## src/rtl/led_scanner_pkg.sv

```systemverilog
// -----------------------------------------------------------------------------
// led_scanner_pkg
// Purpose : shared definitions for the LED scanner block.
// Contents: the 2-bit raw mode type and its encodings, plus a helper that maps
//           a raw mode onto the pattern actually run (reserved -> BOUNCE).
// -----------------------------------------------------------------------------
package led_scanner_pkg;

  // Raw mode as seen on the mode port and held in mode_q.
  typedef logic [1:0] mode_t;

  localparam mode_t MODE_BOUNCE = 2'b00;
  localparam mode_t MODE_WRAP   = 2'b01;
  localparam mode_t MODE_FILL   = 2'b10;
  localparam mode_t MODE_RSVD   = 2'b11;

  // Pattern actually executed for a raw mode; the reserved code behaves as BOUNCE.
  function automatic mode_t eff_mode(input mode_t m);
    mode_t r;
    case (m)
      MODE_WRAP: r = MODE_WRAP;
      MODE_FILL: r = MODE_FILL;
      default:   r = MODE_BOUNCE;
    endcase
    return r;
  endfunction

endpackage

```

## src/rtl/led_scanner_tick_div.sv

```systemverilog
// -----------------------------------------------------------------------------
// tick_div
// Purpose : step divider for the LED scanner. Counts 0..DIV-1 on enabled
//           cycles and produces a one-cycle clock-enable on the cycle the count
//           wraps. No clock is derived; everything runs on clk.
// Ports   : clk   - rising-edge clock
//           reset - synchronous, active-low reset (count -> 0)
//           en    - count advances only while high, holds otherwise
//           clr   - synchronous clear (count -> 0), suppresses tick
//           tick  - combinational enable: high when this edge ends a period
// -----------------------------------------------------------------------------
module tick_div #(
  parameter int DIV = 500000
) (
  input  logic clk,
  input  logic reset,
  input  logic en,
  input  logic clr,
  output logic tick
);

  // DIV=1 still needs a one-bit counter; it simply never leaves zero.
  localparam int CW = (DIV > 1) ? $clog2(DIV) : 1;
  localparam logic [CW-1:0] CNT_LAST = CW'(DIV - 1);
  localparam logic [CW-1:0] CNT_ZERO = '0;
  localparam logic [CW-1:0] CNT_ONE  = CW'(1);

  logic [CW-1:0] cnt_q;
  logic          last_s;

  assign last_s = (cnt_q == CNT_LAST);

  // The enable is combinational so the top can step on the same edge that
  // registers its tick output.
  assign tick = reset & en & ~clr & last_s;

  // Period counter: reset/clear to zero, advance on enable, wrap at DIV-1.
  always_ff @(posedge clk) begin
    if (!reset) begin
      cnt_q <= CNT_ZERO;
    end else if (clr) begin
      cnt_q <= CNT_ZERO;
    end else if (en) begin
      if (last_s) begin
        cnt_q <= CNT_ZERO;
      end else begin
        cnt_q <= cnt_q + CNT_ONE;
      end
    end else begin
      cnt_q <= cnt_q;
    end
  end

endmodule

```

## src/rtl/led_scanner.sv

```systemverilog
// -----------------------------------------------------------------------------
// led_scanner
// Purpose : drives a row of WIDTH LEDs with a scanning pattern. The pattern
//           advances one step every DIV enabled clock cycles.
//           BOUNCE : single lit LED running up and back down.
//           WRAP   : single lit LED running up, wrapping MSB -> LSB.
//           FILL   : bar graph growing to all-on then shrinking to all-off.
// Ports   : clk   - rising-edge clock (only clock)
//           reset - synchronous, active-low reset
//           en    - high: divider runs and pattern advances; low: all hold
//           mode  - 00 BOUNCE, 01 WRAP, 10 FILL, 11 treated as BOUNCE
//           out   - registered LED drive
//           pos   - registered position (one-hot modes) or level (FILL)
//           dir   - registered direction, 1 = toward MSB
//           tick  - registered one-cycle strobe, high on each step
// -----------------------------------------------------------------------------
module led_scanner
  import led_scanner_pkg::*;
#(
  parameter  int WIDTH = 10,
  parameter  int DIV   = 500000,
  localparam int PW    = $clog2(WIDTH + 1)
) (
  input  logic             clk,
  input  logic             reset,
  input  logic             en,
  input  logic [1:0]       mode,
  output logic [WIDTH-1:0] out,
  output logic [PW-1:0]    pos,
  output logic             dir,
  output logic             tick
);

  localparam logic [PW-1:0] POS_ZERO   = '0;
  localparam logic [PW-1:0] POS_ONE    = PW'(1);
  // Highest legal position for the one-hot patterns and for FILL.
  localparam logic [PW-1:0] TOP_ONEHOT = PW'(WIDTH - 1);
  localparam logic [PW-1:0] TOP_FILL   = PW'(WIDTH);
  localparam logic [WIDTH-1:0] OUT_RESET = {{(WIDTH-1){1'b0}}, 1'b1};

  // LED image for a given position under a given raw mode.
  function automatic logic [WIDTH-1:0] decode(input logic [PW-1:0] p, input mode_t m);
    logic [WIDTH-1:0] d;
    d = '0;
    for (int i = 0; i < WIDTH; i++) begin
      if (eff_mode(m) == MODE_FILL) begin
        d[i] = (PW'(i) < p);
      end else begin
        d[i] = (PW'(i) == p);
      end
    end
    return d;
  endfunction

  mode_t            mode_q;
  logic [PW-1:0]    pos_q;
  logic             dir_q;
  logic [WIDTH-1:0] out_q;
  logic             tick_q;

  logic             mode_chg_s;
  logic             step_s;
  mode_t            pat_s;
  logic [PW-1:0]    top_s;
  logic [PW-1:0]    step_pos_d;
  logic             step_dir_d;

  // A new raw mode restarts the pattern and the divider phase.
  assign mode_chg_s = (mode != mode_q);
  assign pat_s      = eff_mode(mode_q);
  assign top_s      = (pat_s == MODE_FILL) ? TOP_FILL : TOP_ONEHOT;

  tick_div #(
    .DIV (DIV)
  ) u_tick_div (
    .clk   (clk),
    .reset (reset),
    .en    (en),
    .clr   (mode_chg_s),
    .tick  (step_s)
  );

  // Next position/direction if a step were taken now under the held mode.
  always_comb begin
    step_pos_d = pos_q;
    step_dir_d = dir_q;
    case (pat_s)
      MODE_WRAP: begin
        step_dir_d = 1'b1;
        if (pos_q >= TOP_ONEHOT) begin
          step_pos_d = POS_ZERO;
        end else begin
          step_pos_d = pos_q + POS_ONE;
        end
      end
      default: begin
        // BOUNCE and FILL share the turn-around rules; only the top differs.
        if (dir_q) begin
          if (pos_q < top_s) begin
            step_pos_d = pos_q + POS_ONE;
          end else begin
            step_dir_d = 1'b0;
            step_pos_d = top_s - POS_ONE;
          end
        end else begin
          if (pos_q > POS_ZERO) begin
            step_pos_d = pos_q - POS_ONE;
          end else begin
            step_dir_d = 1'b1;
            step_pos_d = POS_ONE;
          end
        end
      end
    endcase
  end

  // Pattern state: reset beats mode change, mode change beats a step.
  always_ff @(posedge clk) begin
    if (!reset) begin
      mode_q <= MODE_BOUNCE;
      pos_q  <= POS_ZERO;
      dir_q  <= 1'b1;
      out_q  <= OUT_RESET;
      tick_q <= 1'b0;
    end else if (mode_chg_s) begin
      mode_q <= mode;
      pos_q  <= POS_ZERO;
      dir_q  <= 1'b1;
      out_q  <= decode(POS_ZERO, mode);
      tick_q <= 1'b0;
    end else if (step_s) begin
      mode_q <= mode_q;
      pos_q  <= step_pos_d;
      dir_q  <= step_dir_d;
      out_q  <= decode(step_pos_d, mode_q);
      tick_q <= 1'b1;
    end else begin
      mode_q <= mode_q;
      pos_q  <= pos_q;
      dir_q  <= dir_q;
      out_q  <= out_q;
      tick_q <= 1'b0;
    end
  end

  assign out  = out_q;
  assign pos  = pos_q;
  assign dir  = dir_q;
  assign tick = tick_q;

endmodule

```

## config.mk

```make
export PLATFORM = sky130hd
export DESIGN_NAME = led_scanner
export DESIGN_NICKNAME = d
export VERILOG_FILES = /design/src/rtl/led_scanner_pkg.sv /design/src/rtl/led_scanner_tick_div.sv /design/src/rtl/led_scanner.sv
export SDC_FILE = /design/constraint.sdc
export NUM_CORES = 1
export LEC_CHECK = 0
export ABC_AREA = 1
export CORE_MARGIN = 10
export CORE_UTILIZATION = 40
export DETAILED_ROUTE_END_ITERATION = 6
export GPL_ROUTABILITY_DRIVEN = 0
export PLACE_DENSITY = 0.6
export SYNTH_ARGS = -nofsm -noshare
export SYNTH_HDL_FRONTEND = slang
export SYNTH_HIERARCHICAL = 1
export SYNTH_SLANG_ARGS = --single-unit
```

## constraint.sdc

```tcl
create_clock -name clk -period 2.7 [get_ports clk]
set_input_delay 0.27 -clock clk [delete_from_list [all_inputs] [get_ports clk]]
set_output_delay 0.27 -clock clk [all_outputs]
set_load 0.01 [all_outputs]
```

# Word-level counts from Yosys, hierarchy flattened
# Index checks and enable logic that the tools add are counted.
# Widths: inputs -> output; s select.
[totals]
register_bits = 37
latchBits = 0
ram_bits = 0
romBits = 0
mem_count = 0
[classes]
n_addsub = 4
multipliers = 0
div = 0
n_lt_le_gt_ge = 13
eq_ne = 19
n_shift = 0
n_mux = 32
bitwise = 5
n_reduce_logical = 3
[op_table]
columns = ["cell", "n"]
rows = [
  ["$mux 4", 5],
  ["$add 19x1->19 const B", 1],
  ["$eq 19x19->1 const B", 1],
  ["$mux 19", 1],
  ["$mux 1", 18],
  ["$eq 3x4->1 const A", 4],
  ["$lt 3x4->1 const A", 4],
  ["$mux 2", 6],
  ["$eq 2x2->1 const B", 5],
  ["$eq 2x4->1 const A", 2],
  ["$eq 4x4->1 const A", 2],
  ["$lt 1x4->1 const A", 2],
  ["$lt 2x4->1 const A", 2],
  ["$lt 4x4->1 const A", 2],
  ["$pmux 2 s2", 2],
  ["$sub 4x1->4 const B", 2],
  ["$eq 2x1->1 const B", 3],
  ["$add 4x1->4 const B", 1],
  ["$eq 1x4->1 const A", 1],
  ["$ge 4x4->1 const B", 1],
  ["$gt 4x1->1 const B", 1],
  ["$logic_not 4->1", 1],
  ["$lt 4x4->1", 1],
  ["$and 1x1->1", 3],
  ["other kinds (4)", 5],
]

# Depth between registers and ports, before layout
[logic_depth]
depth_word = 12
ltp_mapped = 17

# By module
# Netlist, hierarchy kept.
[modules_own_cells]
columns = ["module", "n_inst", "cells_per_inst", "area_each_um2", "seq_area_each_um2"]
rows = [
  ["led_scanner", 1, 188, 1246.2, 360.3],
  ["tick_div", 1, 156, 1052.3, 380.4],
]

# Worst setup path after synthesis
# OpenSTA, ideal clock, no wires.
[synth_timing]
path_type = "reg-to-reg"
from = "register mode_q[1]"
to = "register out_q[4], in the netlist out[4]"
setup_ps = 121
t_arrival_ps = 1791
required_ps = 2579
path_slack_ps = 788
stages_incl_launch_ff = 10
path_buffers = 1
cell_sequence = "dfxtp_1 -> xnor2_1 -> nand3_2 -> nor2_1 -> inv_1 -> nor2_1 -> inv_1 -> buf_2 -> a31oi_1 -> a21oi_1"
[synth_via]
elab_cells_between_ends = 23
cone_classes = "add/sub (1); order compare (2); eq/ne (7); mux (9); bitwise (3); reduce/logical (1)"
[synth_lines]
columns = ["element", "line_no", "text"]
rows = [
  ["start, declared", "led_scanner.sv:55", "mode_t mode_q;"],
  ["start signal, assigned", "led_scanner.sv:126", "mode_q <= mode;"],
  ["start signal, assigned", "led_scanner.sv:132", "mode_q <= mode_q;"],
  ["start signal, assigned", "led_scanner.sv:138", "mode_q <= mode_q;"],
  ["$ne 2x2->1", "led_scanner.sv:69", "assign mode_chg_s = (mode != mode_q);"],
  ["via mode_chg_s", "led_scanner.sv:61", "logic mode_chg_s;"],
  ["$not 1->1", "led_scanner_tick_div.sv:35", "assign tick = reset & en & ~clr & last_s;"],
  ["$and 1x1->1 (2 in a row)", "led_scanner_tick_div.sv:35", ""],
  ["via step_s", "led_scanner.sv:62", "logic step_s;"],
  ["end signal, assigned", "led_scanner.sv:129", "out_q <= decode(POS_ZERO, mode);"],
  ["end signal, assigned", "led_scanner.sv:135", "out_q <= decode(step_pos_d, mode_q);"],
  ["end signal, assigned", "led_scanner.sv:141", "out_q <= out_q;"],
  ["end, declared", "led_scanner.sv:58", "logic [WIDTH-1:0] out_q;"],
]
# The timed path passes the listed nets, and every way through them passes these cells. The select of a mux whose other input is x is not followed.
# A chain may end at the register's enable or synchronous reset.

# Worst setup path in the final report
[layout_timing]
from = "register pos_q[1], in the netlist pos[1]"
to = "register out_q[8], in the netlist out[8]"
[layout_via]
elab_chain_len = 6
elab_cells_between_ends = 13
cone_classes = "add/sub (2); order compare (4); eq/ne (1); mux (6)"
[layout_lines]
columns = ["element", "line_no", "text"]
rows = [
  ["start, declared", "led_scanner.sv:56", "logic [PW-1:0] pos_q;"],
  ["start signal, assigned", "led_scanner.sv:133", "pos_q <= step_pos_d;"],
  ["start signal, assigned", "led_scanner.sv:139", "pos_q <= pos_q;"],
  ["$sub 4x1->4 (tied with other cells)", "led_scanner.sv:107", "step_pos_d = pos_q - POS_ONE;"],
  ["$mux 4 (on tied branches)", "led_scanner.sv:106, led_scanner.sv:99", ""],
  ["$mux 4", "led_scanner.sv:98", "if (dir_q) begin"],
  ["$mux 4 (*)", "led_scanner.sv:87", "case (pat_s)"],
  ["$lt 4x4->1 / $eq 4x4->1 (equally long branches)", "led_scanner.sv:47, led_scanner.sv:49", ""],
  ["$mux 1 (*)", "led_scanner.sv:46", "if (eff_mode(m) == MODE_FILL) begin"],
]
# Every way passes the cells marked *; elsewhere a longest branch is shown, timed or not.

==> parameters.txt <==
Parameter                              Value

STA
  Achievable clock frequency ... around 480 MHz
  Headroom to the max-slew limit ... 0.7071
  Setup repair after global routing missed its margin ... false
  Number of endpoints with negative hold slack in the final report ... 0
  Crit path time final ... about 2100 ps
  Minimum hold slack ... 474.3 ps
  Count of final setup violators ... 0
  Slew @ Worst Pin ... about 440 ps
  Final-layout setup total negative slack ... 0 ps
  Clock Skews ... between 7 and 8 ps
  Max-slew violation count ... 0
  Share of the clock period used by the worst path ... 0.7748

GRT
  Antenna violations before repair ... 0
  Number of global-route vias before repair ... around 2100
  GR Util met3 ... 0.04358
  Met2 track utilization from global routing ... 0.2088
  Total routing usage reported by global routing ... 0.1247
  Total congestion overflow ... 0
  Pin count of the biggest net entering global routing ... 15
  Met1 routing resource usage after global routing ... 0.1471
  First-pass GRT wire length ... 9.280 mm
  Busiest layer in global routing ... met2

Cells and area
  Most common library cell in the layout ignoring fill and taps ... nand2_1
  Antenna fix cells ... 0
  Share of final-layout standard cells stronger than drive strength 1 ... 0.1378
  Area added between synthesis and finish ... 15.62%
  Nets ... 382
  Top library cells by usage in the layout, fill and taps aside ... 73 x nand2_1, 55 x nor2_1, 40 x inv_1, 37 x dfxtp_1, 32 x nand3_1

Clocking
  Clk sinks ... 37
  Cell at the root of the clock tree ... clkbuf_8
  Post-CTS Setup Bufs ... 0
  Number of buffers added to fix hold violations after cts ... 0
  CTS tree ... built
  Number of gates resized after CTS ... 0
  Clock latency of the later-clocked register in the worst-skew pair ... 280 ps
  Number of buffers created by CTS ... 5
  Clock Pin Slew Worst Setup and Hold Paths ... 70 ps
  Number of H-tree branching levels ... 2
  Maximum root-to-sink buffer count ... 2

Yosys
  Post-synthesis share of cell area spent on and, or, nand and nor gates ... 0.4056
  Ranking of synthesized cells by area ... dfxtp_1 32%, nand2_1 12%, nor2_1 9.0%
  Yosys Warn Count ... 6
  Number of distinct library cells after synthesis ... 31
  Post-Synth XOR/XNOR Area ... 0.04573
  Fraction of the yosys area taken by sequential cells ... 0.3223
  Async set or reset register ratio after synthesis ... 0
  Number of enable-type register cells in the synthesized netlist ... 0
  Post-synthesis sequential element count ... 37
  Avg Synthesized Cell Area ... ~6.7 sq um
  Post-synth top flop ... dfxtp_1
  Synth Net Count ... between 300 and 400
  Netlist area before placement ... around 0.0023 sq mm
  Compound-cell area share of the yosys netlist ... 0.1067
  Proportion of netlist area held by the largest area contributor ... 0.3223
  Largest area contributor in the synthesized netlist ... dfxtp_1
  Cells after synthesis ... 344
  Multiplexer fraction of the synthesized cell area ... 0
  Adder and majority cell fraction of the synthesized area ... 0.03266
  Main combinational cell family by area after synthesis ... simple AND/OR/NAND/NOR gates

Critical path
  Crit path top cell by count ... nand3_1
  Largest stage delay on the critical path ... roughly 460 ps
  Launch point of the critical path ... pos[1]
  Launching element type of the critical path ... flop
  Endpoint kind of the worst setup timing path ... flop
  Crit path cell chain ... inv_1, ha_1, nor2_1, nand3_1, nand3_1, nand3_1, nand2_1, inv_1, nor2_1, inv_1, nand2_1, nand3_1, a21oi_1
  Data required time of the critical path ... between 2000 and 3000 ps
  Slowest stage cell on the critical path ... dfxtp_1
  Arrival time worst endpoint ... 2300 ps
  Start of the worst register-to-register path ... pos[1]
  Worst Path Max Fanout ... 7
  Critical path type ... reg -> reg

Die
  Standard-cell rows ... 27
  Die area ... 0.009179 sq mm
  Starting Density ... 0.4149
  I/O pin cnt ... 21
  Die width ... around 96 um
  Area inside the core boundary ... ~0.0055 sq mm
  DIE HEIGHT ... between 90 and 100 um

Pwr
  Switching Fraction ... 0.2437
  Switching Power ... between 0.2 and 0.25 mW
  Power per unit of standard cell area ... around 370 mW/mm^2
  Sequential fraction of design power ... 0.560
  Proportion of power drawn by the clock network ... 0.363
  Largest vdd supply drop ... 0.1795 mV
  Proportion of power drawn by combinational gates ... 0.077
  Leak ... roughly 1.1 nW
  Internal power ... ~0.75 mW
  Post-layout power ... 0.9867 mW

Drt
  DRC ... 0
  Vias ... between 2000 and 2500
  Antenna Violating Nets Remaining ... 0
  DRC violation total after the first TritonRoute iteration ... 97
  Final Routed Wirelength ... 5.430 mm
  DR vias/cell ... approximately 5
  TritonRoute pass-1 iters ... 4
  Wire length per cell after detailed routing ... roughly 12 um

Hold path
  Hold_sp ... out[1]
  Path category of the worst min-delay check ... reg -> reg

Outcome
  Result of the run ... completed

Placement
  Number of port buffers ... 20
  Half-perimeter wire length after detailed placement ... approximately 4.1 mm

Job
  Number of max-capacitance violations reported ... 0
[cells in the mapped netlist, types with 4 or more instances]
master   count
xnor2_1      4
nor2_1      55
nor3_1       4
xor2_1       8
inv_1       40
a21oi_1     15
dfxtp_1     37
nor2_2       9
inv_2        4
o21ai_0     12
nand2_2     13
nand2_1     73
ha_1         6
nand3_1     32
nand3_2      4
[critical path, delay by kind of cell, from the launching register on]
kind,cells,cell delay [ps]
and+or+nand+nor,8,850
DFF,1,460
buffers and inverters,3,340
adders and majority gates,1,250
AOI/OAI and AO/OA,1,130
[sequential cells by signal, summed over array words and instances, names as in the netlist]
name              flops
out                  10
dir                   1
pos                   4
mode_q                2
tick                  1
u_tick_div/cnt_q     19
[stage by stage]
step           setup WS [ps]  std cells  instance area (sq um)  utilization
2_1_floorplan          788.1        344                   2298            -
3_3_place_gp           434.1        436                   2584       0.4664
3_5_place_dp           362.4        436                   2584       0.4664
4_1_cts                599.8        442                   2658       0.4797
5_1_grt                306.4        442                   2658       0.4797
6_report               608.1        442                   2658       0.4797
[per-layer routing]
metal / wire, um / share of wire
met1: 2470 / 0.45
met2: 2565 / 0.47
met3: 323 / 0.059
met4: 70 / 0.013
met5: 0 / 0
[kinds of logic after synthesis]
kind of cell	Yosys count
fa+ha+maj	6
flops	37
buf+inv	48
xor+xnor	12
simple gates	200
compound gates	41
[power by group through the flow]
| stage | combinational (mW) | sequential (mW) | clock, mW |
|---|---|---|---|
| after floorplan | 0.0518 | 0.565 | 0 |
| after global placement | 0.0758 | 0.565 | 0 |
| after detailed placement | 0.0767 | 0.565 | 0 |
| after CTS | 0.0770 | 0.552 | 0.374 |
| after global routing | 0.0856 | 0.553 | 0.397 |
| final | 0.0764 | 0.553 | 0.358 |
[final timing paths]
kind / to / slack [ps] / cells past startpoint
max: out[8] / 610 / 13
min: out[1] / 470 / 2
max reg2reg: out[8] / 610 / 13
min reg2reg: out[1] / 470 / 2
[area by class of cell]
cell class	instances	area [sq um]
Multi-Input combinational cell	259	1358
Clock inverter	1	5.005
Sequential cell	37	740.7
Tap cell	72	90.09
Inverter	44	165.2
Clock buffer	5	68.82
Fill cell	585	2883
Timing Repair Buffer	24	230.2
(Power assumes the default switching activity.)
